<file path="src/rtl/shift_seq_engine.sv">
// -----------------------------------------------------------------------------
// shift_seq_engine
//   Sequenced shift/rotate register. A start request either completes at once
//   (NOP, LOAD, CLR, or any shift/rotate with a zero count) or launches a
//   multi-cycle run that performs one 1-bit shift/rotate per clock until the
//   latched count is exhausted, then pulses done for one cycle.
//
// Ports
//   clk    : single clock, all state changes on the rising edge
//   reset  : asynchronous active-low reset
//   start  : begin a new operation (honoured in IDLE or DONE only)
//   op     : opcode, sampled on the accepted start
//   amt    : shift count, sampled on the accepted start
//   d      : parallel load data
//   sin    : serial fill bit for SHL/SHR, sampled on every shift edge
//   q      : register contents
//   so     : last bit shifted or rotated out of q
//   busy   : high while a multi-cycle run is in progress
//   done   : one-cycle completion pulse
// -----------------------------------------------------------------------------
module shift_seq_engine #(
    parameter int N  = 8,
    parameter int SW = 4
) (
    input  logic          clk,
    input  logic          reset,
    input  logic          start,
    input  logic [2:0]    op,
    input  logic [SW-1:0] amt,
    input  logic [N-1:0]  d,
    input  logic          sin,
    output logic [N-1:0]  q,
    output logic          so,
    output logic          busy,
    output logic          done
);

    typedef enum logic [1:0] {
        IDLE,
        RUN,
        DONE
    } state_t;

    typedef enum logic [2:0] {
        OP_NOP  = 3'b000,
        OP_LOAD = 3'b001,
        OP_SHL  = 3'b010,
        OP_SHR  = 3'b011,
        OP_SAR  = 3'b100,
        OP_ROL  = 3'b101,
        OP_ROR  = 3'b110,
        OP_CLR  = 3'b111
    } op_t;

    state_t        state, state_nx;
    op_t           op_r, op_r_nx;
    op_t           op_in;
    logic [SW-1:0] cnt, cnt_nx;
    logic [N-1:0]  q_nx;
    logic          so_nx;
    logic [N-1:0]  shift_q;
    logic          shift_out;

    assign op_in = op_t'(op);

    // One 1-bit step of the latched operation applied to the current q.
    always_comb begin
        // NOTE: every output of a combinational block gets a default first so
        // that no path leaves it unassigned, which would infer a latch.
        shift_q   = q;
        shift_out = 1'b0;
        case (op_r)
            OP_SHL: begin
                shift_q   = {q[N-2:0], sin};
                shift_out = q[N-1];
            end
            OP_SHR: begin
                shift_q   = {sin, q[N-1:1]};
                shift_out = q[0];
            end
            OP_SAR: begin
                shift_q   = {q[N-1], q[N-1:1]};
                shift_out = q[0];
            end
            OP_ROL: begin
                shift_q   = {q[N-2:0], q[N-1]};
                shift_out = q[N-1];
            end
            OP_ROR: begin
                shift_q   = {q[0], q[N-1:1]};
                shift_out = q[0];
            end
            default: ;
        endcase
    end

    // Next-state and datapath next values.
    always_comb begin
        state_nx = state;
        op_r_nx  = op_r;
        cnt_nx   = cnt;
        q_nx     = q;
        so_nx    = so;
        case (state)
            RUN: begin
                // start is deliberately not looked at here: requests during a
                // run are dropped, not queued.
                q_nx   = shift_q;
                so_nx  = shift_out;
                cnt_nx = cnt - SW'(1);
                if (cnt == SW'(1)) begin
                    state_nx = DONE;
                end
            end
            default: begin
                // IDLE and DONE both accept a request; DONE falls back to IDLE
                // when none arrives, so it never lasts more than one cycle.
                state_nx = IDLE;
                if (start) begin
                    state_nx = DONE;
                    case (op_in)
                        OP_NOP:  ;
                        OP_LOAD: q_nx = d;
                        OP_CLR:  q_nx = '0;
                        default: begin
                            // A zero count completes immediately with q and so
                            // untouched.
                            if (amt != '0) begin
                                op_r_nx  = op_in;
                                cnt_nx   = amt;
                                state_nx = RUN;
                            end
                        end
                    endcase
                end
            end
        endcase
    end

    always_ff @(posedge clk or negedge reset) begin
        // NOTE: state registers use non-blocking assignments so every register
        // samples pre-edge values regardless of statement order.
        if (!reset) begin
            state <= IDLE;
            op_r  <= OP_NOP;
            cnt   <= '0;
            q     <= '0;
            so    <= 1'b0;
        end else begin
            state <= state_nx;
            op_r  <= op_r_nx;
            cnt   <= cnt_nx;
            q     <= q_nx;
            so    <= so_nx;
        end
    end

    assign busy = (state == RUN);
    assign done = (state == DONE);

endmodule

</file>
<file path="config.mk">
export PLATFORM = sky130hd
export DESIGN_NAME = shift_seq_engine
export DESIGN_NICKNAME = d
export VERILOG_FILES = /design/src/rtl/shift_seq_engine.sv
export SDC_FILE = /design/constraint.sdc
export NUM_CORES = 1
export LEC_CHECK = 0
export ABC_CLOCK_PERIOD_IN_PS = 2500
export CELL_PAD_IN_SITES_DETAIL_PLACEMENT = 2
export CELL_PAD_IN_SITES_GLOBAL_PLACEMENT = 2
export CORE_MARGIN = 1
export CORE_UTILIZATION = 32
export DETAILED_ROUTE_END_ITERATION = 10
export HOLD_SLACK_MARGIN = 0.03
export PLACE_DENSITY_LB_ADDON = 0.1
export SYNTH_ARGS = -nofsm -noshare
export SYNTH_HDL_FRONTEND = slang
export SYNTH_SLANG_ARGS = --single-unit
</file>
<file path="constraint.sdc">
create_clock -name clk -period 2.5 [get_ports clk]
set_clock_uncertainty 0.15 [all_clocks]
set_input_delay 0.375 -clock clk [delete_from_list [all_inputs] [get_ports clk]]
set_output_delay 0.375 -clock clk [all_outputs]
set_load 0.1 [all_outputs]
</file>
==> results of run 1 <==
routing by layer:
metal  wire length [microns]  GRT usage [%]
met5                       0              0
met2                    2200           39.8
met1                    1870           27.0
met4                      50           6.94
met3                      82           2.29
metrics by stage:
step	hold slack, ns	area, sq um	utilization [%]	std cells	worst slack, ns
5_1_grt	0.321	1640	44.1	213	0.346
4_1_cts	0.313	1640	44.1	213	0.492
6_report	0.308	1640	44.1	213	0.494
3_5_place_dp	0.336	1580	42.6	209	0.248
2_1_floorplan	-0.0706	1260	-	136	0.274
3_3_place_gp	0.316	1580	42.6	209	0.344
state kept, by name, summed over array words and instances, names as in the netlist:
name / count
cnt: 4
op_r: 3
q: 8
so: 1
state: 2
kinds of logic after synthesis:
kind of cell	share of synthesized area [%]
buffers and inverters	5.95
AOI/OAI and AO/OA	25.9
and+or+nand+nor	18.1
xor gates and xnor gates	2.78
adders and majority gates	1.98
muxes	9.61
DFF	35.7
placed cells by master (no fill, tap or decap), types with 4 or more instances in the layout:
master / n
a21oi_1: 12
a221o_1: 5
a311oi_1: 6
buf_4: 16
clkbuf_8: 4
clkdlybuf4s50_1: 18
dfrtp_1: 18
mux2_2: 7
nand2_1: 19
nor2_1: 4
o21ai_0: 7
worst max-delay path: cells and delay by family (launching register included):
family          cells  cell delay [ns]
flops               1             0.75
compound gates      2             0.45
mux                 1             0.37
simple gates        1             0.18
final cells by class:
type	instances	share of cell area [%]
clock buffer	4	3.36
sequential	18	27.5
timing repair buffer	35	19.6
tap	48	3.67
inverter	4	0.917
multi-input combinational	104	45.0
worst max-delay path by stage:
stage,startpoint,end,slack (ns),cells after the start
detailed placement,op[1],cnt[3],0.25,5
global route,op[1],q[4],0.35,6
floorplan,state[0],done,0.27,1
finish,op_r[0],q[0],0.49,4
global placement,op[1],cnt[3],0.34,5
CTS,op[1],cnt[3],0.49,5
==> results.toml, run 1 <==
[synth]
synth_seq_cells = 18
yosysSeqAreaShare_pct = 35.7
synth_top_cells_by_count = "nand2_1, dfrtp_1, a21oi_1, mux2_2, o21ai_0"
synth_cell_types = 44
async_reset_ff_share_pct = 100
yosysTopAreaCellShare_pct = 35.7
avgSynthCellArea_sq_um = 9.28
synthTopCellsByArea = "dfrtp_1, mux2_2, nand2_1, a21oi_1, a311oi_1"
synth_edf_count = 0
yosysMostFrequentCell = "nand2_1"
synth_fp_nets = 157
synthCells = 136
syn_area_sq_um = 1260
synth_flop_cell = "dfrtp_1"
yosysWarningCount = 0
yosys.area.top_type = "dfrtp_1"

[worst_setup_path]
cp_max_fo = 17
reg2regPathDepth = 4
end_kind = "register"
arrival_ns = 2.00
cp.required_ns = 2.49
start_kind = "register"
crit_chain = "nand3_1, o21ai_0, o21a_1, mux2_2"
r2r_slack_ns = 0.49
slowest_stage = "dfrtp_1"
path_class = "reg2reg"
r2r_end = "q[0]"
cpPeakStageDelay_ns = 0.75
r2r_start = "op_r[0]"

[cts]
clkSinkCount = 18
cts.repair.resized = 0
cts_buffer_depth = 2
postCtsSetupRepairBufs = 0
holdBufCountCts = 0
htreeDepth = 1
path_clk_slew_ns = 0.07
cts_tree = "built"
clock_latency_ns = 0.25
clockRootBuffer = "clkbuf_8"
numCtsBuffers = 3

[worst_hold_path]
hold_path_class = "in2async"

[grt]
grt_max_degree = 19
grt_pass1_wl_microns = 6990
grt_pass1_vias = 1375
antenna_found_initial = 0
track_usage_pct = 22.0
overflow = 0

[flow_run]
cap_violations = 0

[routing]
drtIter0Drc = 20
vias = 1238
ant_nets = 0
drc = 0
viasPerCell = 5.81
wirelength_microns = 4200
wl_per_cell_microns = 19.7
drtPass1Iterations = 2

[finish]
antennaDiodeCount = 0
layout.nets = 187
syn_to_final_growth_pct = 29.7
fillerInstances = 416
multiInputGateArea_sq_um = 737
final_layout_size_suffix_gt1_share_pct = 21.2
final-seq-area_sq_um = 450

[sta]
fin_setup_tns_ns = 0
rsz0062_at_grt = "false"
worst_pin_slew_ns = 0.635
period_share_pct = 80.2
setup_violations = 0
hold_viol_final = 0
period_minus_slack_ns = 2.01
drv_slew = 0
relSlewSlack_pct = 57.6
fmax_mhz = 498

[status]
status = "finished clean"

[floorplanning]
core-area_sq_um = 3720
rows = 22
die_height_microns = 64.8
start_util_pct = 34.0
die_w_microns = 64.8
die-area_sq_um = 4200
io-pin-count = 30

[place]
io_buffers = 29
hpwl_microns = 3030
gp_congestion = 0.789
Power of run 1 is left out: the tool's default activity adds up to more than one toggle a clock period on the data nets, which glitch-free logic cannot reach.
==> run 2, diff against run 1 <==
--- a/config.mk
+++ b/config.mk
@@ -5,11 +5,11 @@
 export SDC_FILE = /design/constraint.sdc
 export NUM_CORES = 1
 export LEC_CHECK = 0
-export ABC_CLOCK_PERIOD_IN_PS = 2500
+export ABC_CLOCK_PERIOD_IN_PS = 1820
 export CELL_PAD_IN_SITES_DETAIL_PLACEMENT = 2
 export CELL_PAD_IN_SITES_GLOBAL_PLACEMENT = 2
 export CORE_MARGIN = 1
-export CORE_UTILIZATION = 32
+export CORE_UTILIZATION = 27
 export DETAILED_ROUTE_END_ITERATION = 10
 export HOLD_SLACK_MARGIN = 0.03
 export PLACE_DENSITY_LB_ADDON = 0.1
==> constraint.sdc (replaced) <==
create_clock -name clk -period 1.82 [get_ports clk]
set_clock_uncertainty 0.15 [all_clocks]
set_input_delay 0.273 -clock clk [delete_from_list [all_inputs] [get_ports clk]]
set_output_delay 0.273 -clock clk [all_outputs]
set_load 0.1 [all_outputs]
==> run 2 against run 1 <==
Compared with the run above: register-to-register slack lost 0.41 ns; sequential share of layout area shrank 3.1 points; first-iteration DRC count increased by 110%; sequential cell count unchanged; critical path type is now in2reg.
==> results.toml, run 2 (synthesis results as in run 1) <==
[place]
hpwl_microns = 3300
pre_cts_ws_ns = -0.318
io_buffers = 29
gp_congestion = 0.765
placed_area_sq_um = 1810

[finish]
design_area_sq_um = 1880
antennaDiodeCount = 0
final_cell_mix = "nand2_1, clkdlybuf4s50_1, buf_4, a21oi_1"
largest_register_ffs = 8
syn_to_final_growth_pct = 49.3
multiInputGateArea_sq_um = 754
final_layout_size_suffix_gt1_share_pct = 32.8
largest-register = "q"
layout.nets = 199
top_regs = "q: 8 flops, cnt: 4 flops, op_r: 3 flops"
final-seq-area_sq_um = 459
final_common_cell = "nand2_1"
fillerInstances = 476

[grt]
antenna_found_initial = 0
overflow = 0
grt_pass1_wl_microns = 7470
grt_max_degree = 19
grt_pass1_vias = 1443
track_usage_pct = 19.4

[cts]
clkSinkCount = 18
holdBufCountCts = 0
htreeDepth = 1
numCtsBuffers = 3
path_clk_slew_ns = 0.08
cts_tree = "built"
postCtsSetupRepairBufs = 0
clockRootBuffer = "clkbuf_8"
cts_buffer_depth = 2
clock_latency_ns = 0.26

[routing]
vias = 1269
wl_per_cell_microns = 19.4
drtPass1Iterations = 4
ant_nets = 0
viasPerCell = 5.54
drc = 0
drtIter0Drc = 42
wirelength_microns = 4440

[flow_run]
cap_violations = 0

[worst_setup_path]
slowest_stage = "clkdlybuf4s50_1"
arrival_ns = 1.76
crit_chain = "clkdlybuf4s50_1, and3_4, or3_1, a221oi_1, a21oi_1"
cpPeakStageDelay_ns = 0.47
cp.required_ns = 1.81
cp_max_fo = 6
end_kind = "register"
path_class = "in2reg"
start_kind = "primary input"

[sta]
period_minus_slack_ns = 1.77
period_share_pct = 97.1
setup_violations = 0
rsz0062_at_grt = "true"
drv_slew = 0
setup_slack_ns = 0.0521
fmax_mhz = 566
worst_pin_slew_ns = 0.382
relSlewSlack_pct = 74.3
hold_viol_final = 0

[power]
leakagePower_nw = 0.767
total_power_mw = 4.23
power_per_cell_area_nw_per_um2 = 2240
ir_drop_mv = 0.865

[floorplanning]
core-area_sq_um = 4410
die-area_sq_um = 4950
die_w_microns = 70.4
start_util_pct = 28.6
rows = 24
io-pin-count = 30
die_height_microns = 70.4

[worst_hold_path]
hold_path_class = "in2async"

[status]
status = "finished clean"
run 2: changes by cell type in the layout (fill, tap and decap cells not counted), moves of 2 or more:
cell | previous run | this run
buf_12 | 1 | 11
buf_4 | 16 | 18
dfrtp_2 | 0 | 7
dfrtp_1 | 18 | 11
run 2: timing repair:
action,CTS,global route
pin swaps,0,1
resized for setup,2,4
setup endpoints to repair,4,9
run 2: path summary, 6_finish.rpt:
path	slack, ns	from	end	cells past startpoint
min reg2reg	0.42	so	so	2
max	0.05	op[2]	cnt[1]	5
max reg2reg	0.08	state[1]	q[2]	4
min	0.20	reset	state[0]	2
min in group clk	0.42	so	so	2
max in group asynchronous	1.08	reset	q[2]	2
run 2: cell type report:
class                   count  area share (%)
flip-flops and latches     18            24.4
multi-input cells         104            40.0
clock buffers               4            2.92
well taps                  52            3.45
repair buffers             47            28.4
inverters                   4           0.797
run 2: metal layers:
layer | track usage, % | part of all wire [%] | vias up
met3 | 2.89 | 3.3 | 2
met5 | 0 | 0 | -
met4 | 4.44 | 0.45 | 0
met1 | 23.7 | 43 | 656
met2 | 35.2 | 54 | 21
li1 | - | - | 590
run 2: metrics by stage:
stage / TNS, ns / util, % / std cells / hold slack, ns
after detailed placement: -3.32 / 41.1 / 225 / 0.405
final: 0 / 42.7 / 229 / 0.204
after global placement: -2.94 / 41.1 / 225 / 0.378
after floorplan: -0.202 / - / 136 / -0.173
after CTS: 0 / 42.3 / 229 / 0.210
after global routing: -0.0565 / 42.7 / 229 / 0.231
run 2: critical path, delay by kind of cell:
family / cells / cell delay [ns]
AO/OA/AOI/OAI: 2 / 0.35
buffers and inverters: 1 / 0.47
AND/OR/NAND/NOR: 2 / 0.67
run 2: power by group:
group / leakage (nW) / switching, mW / total, mW / internal [mW]
registers: 0.209 / 0.393 / 1.01 / 0.620
logic: 0.529 / 1.68 / 2.86 / 1.18
clock network: 0.0288 / 0.157 / 0.350 / 0.193
Power figures use the tool's default switching activity.
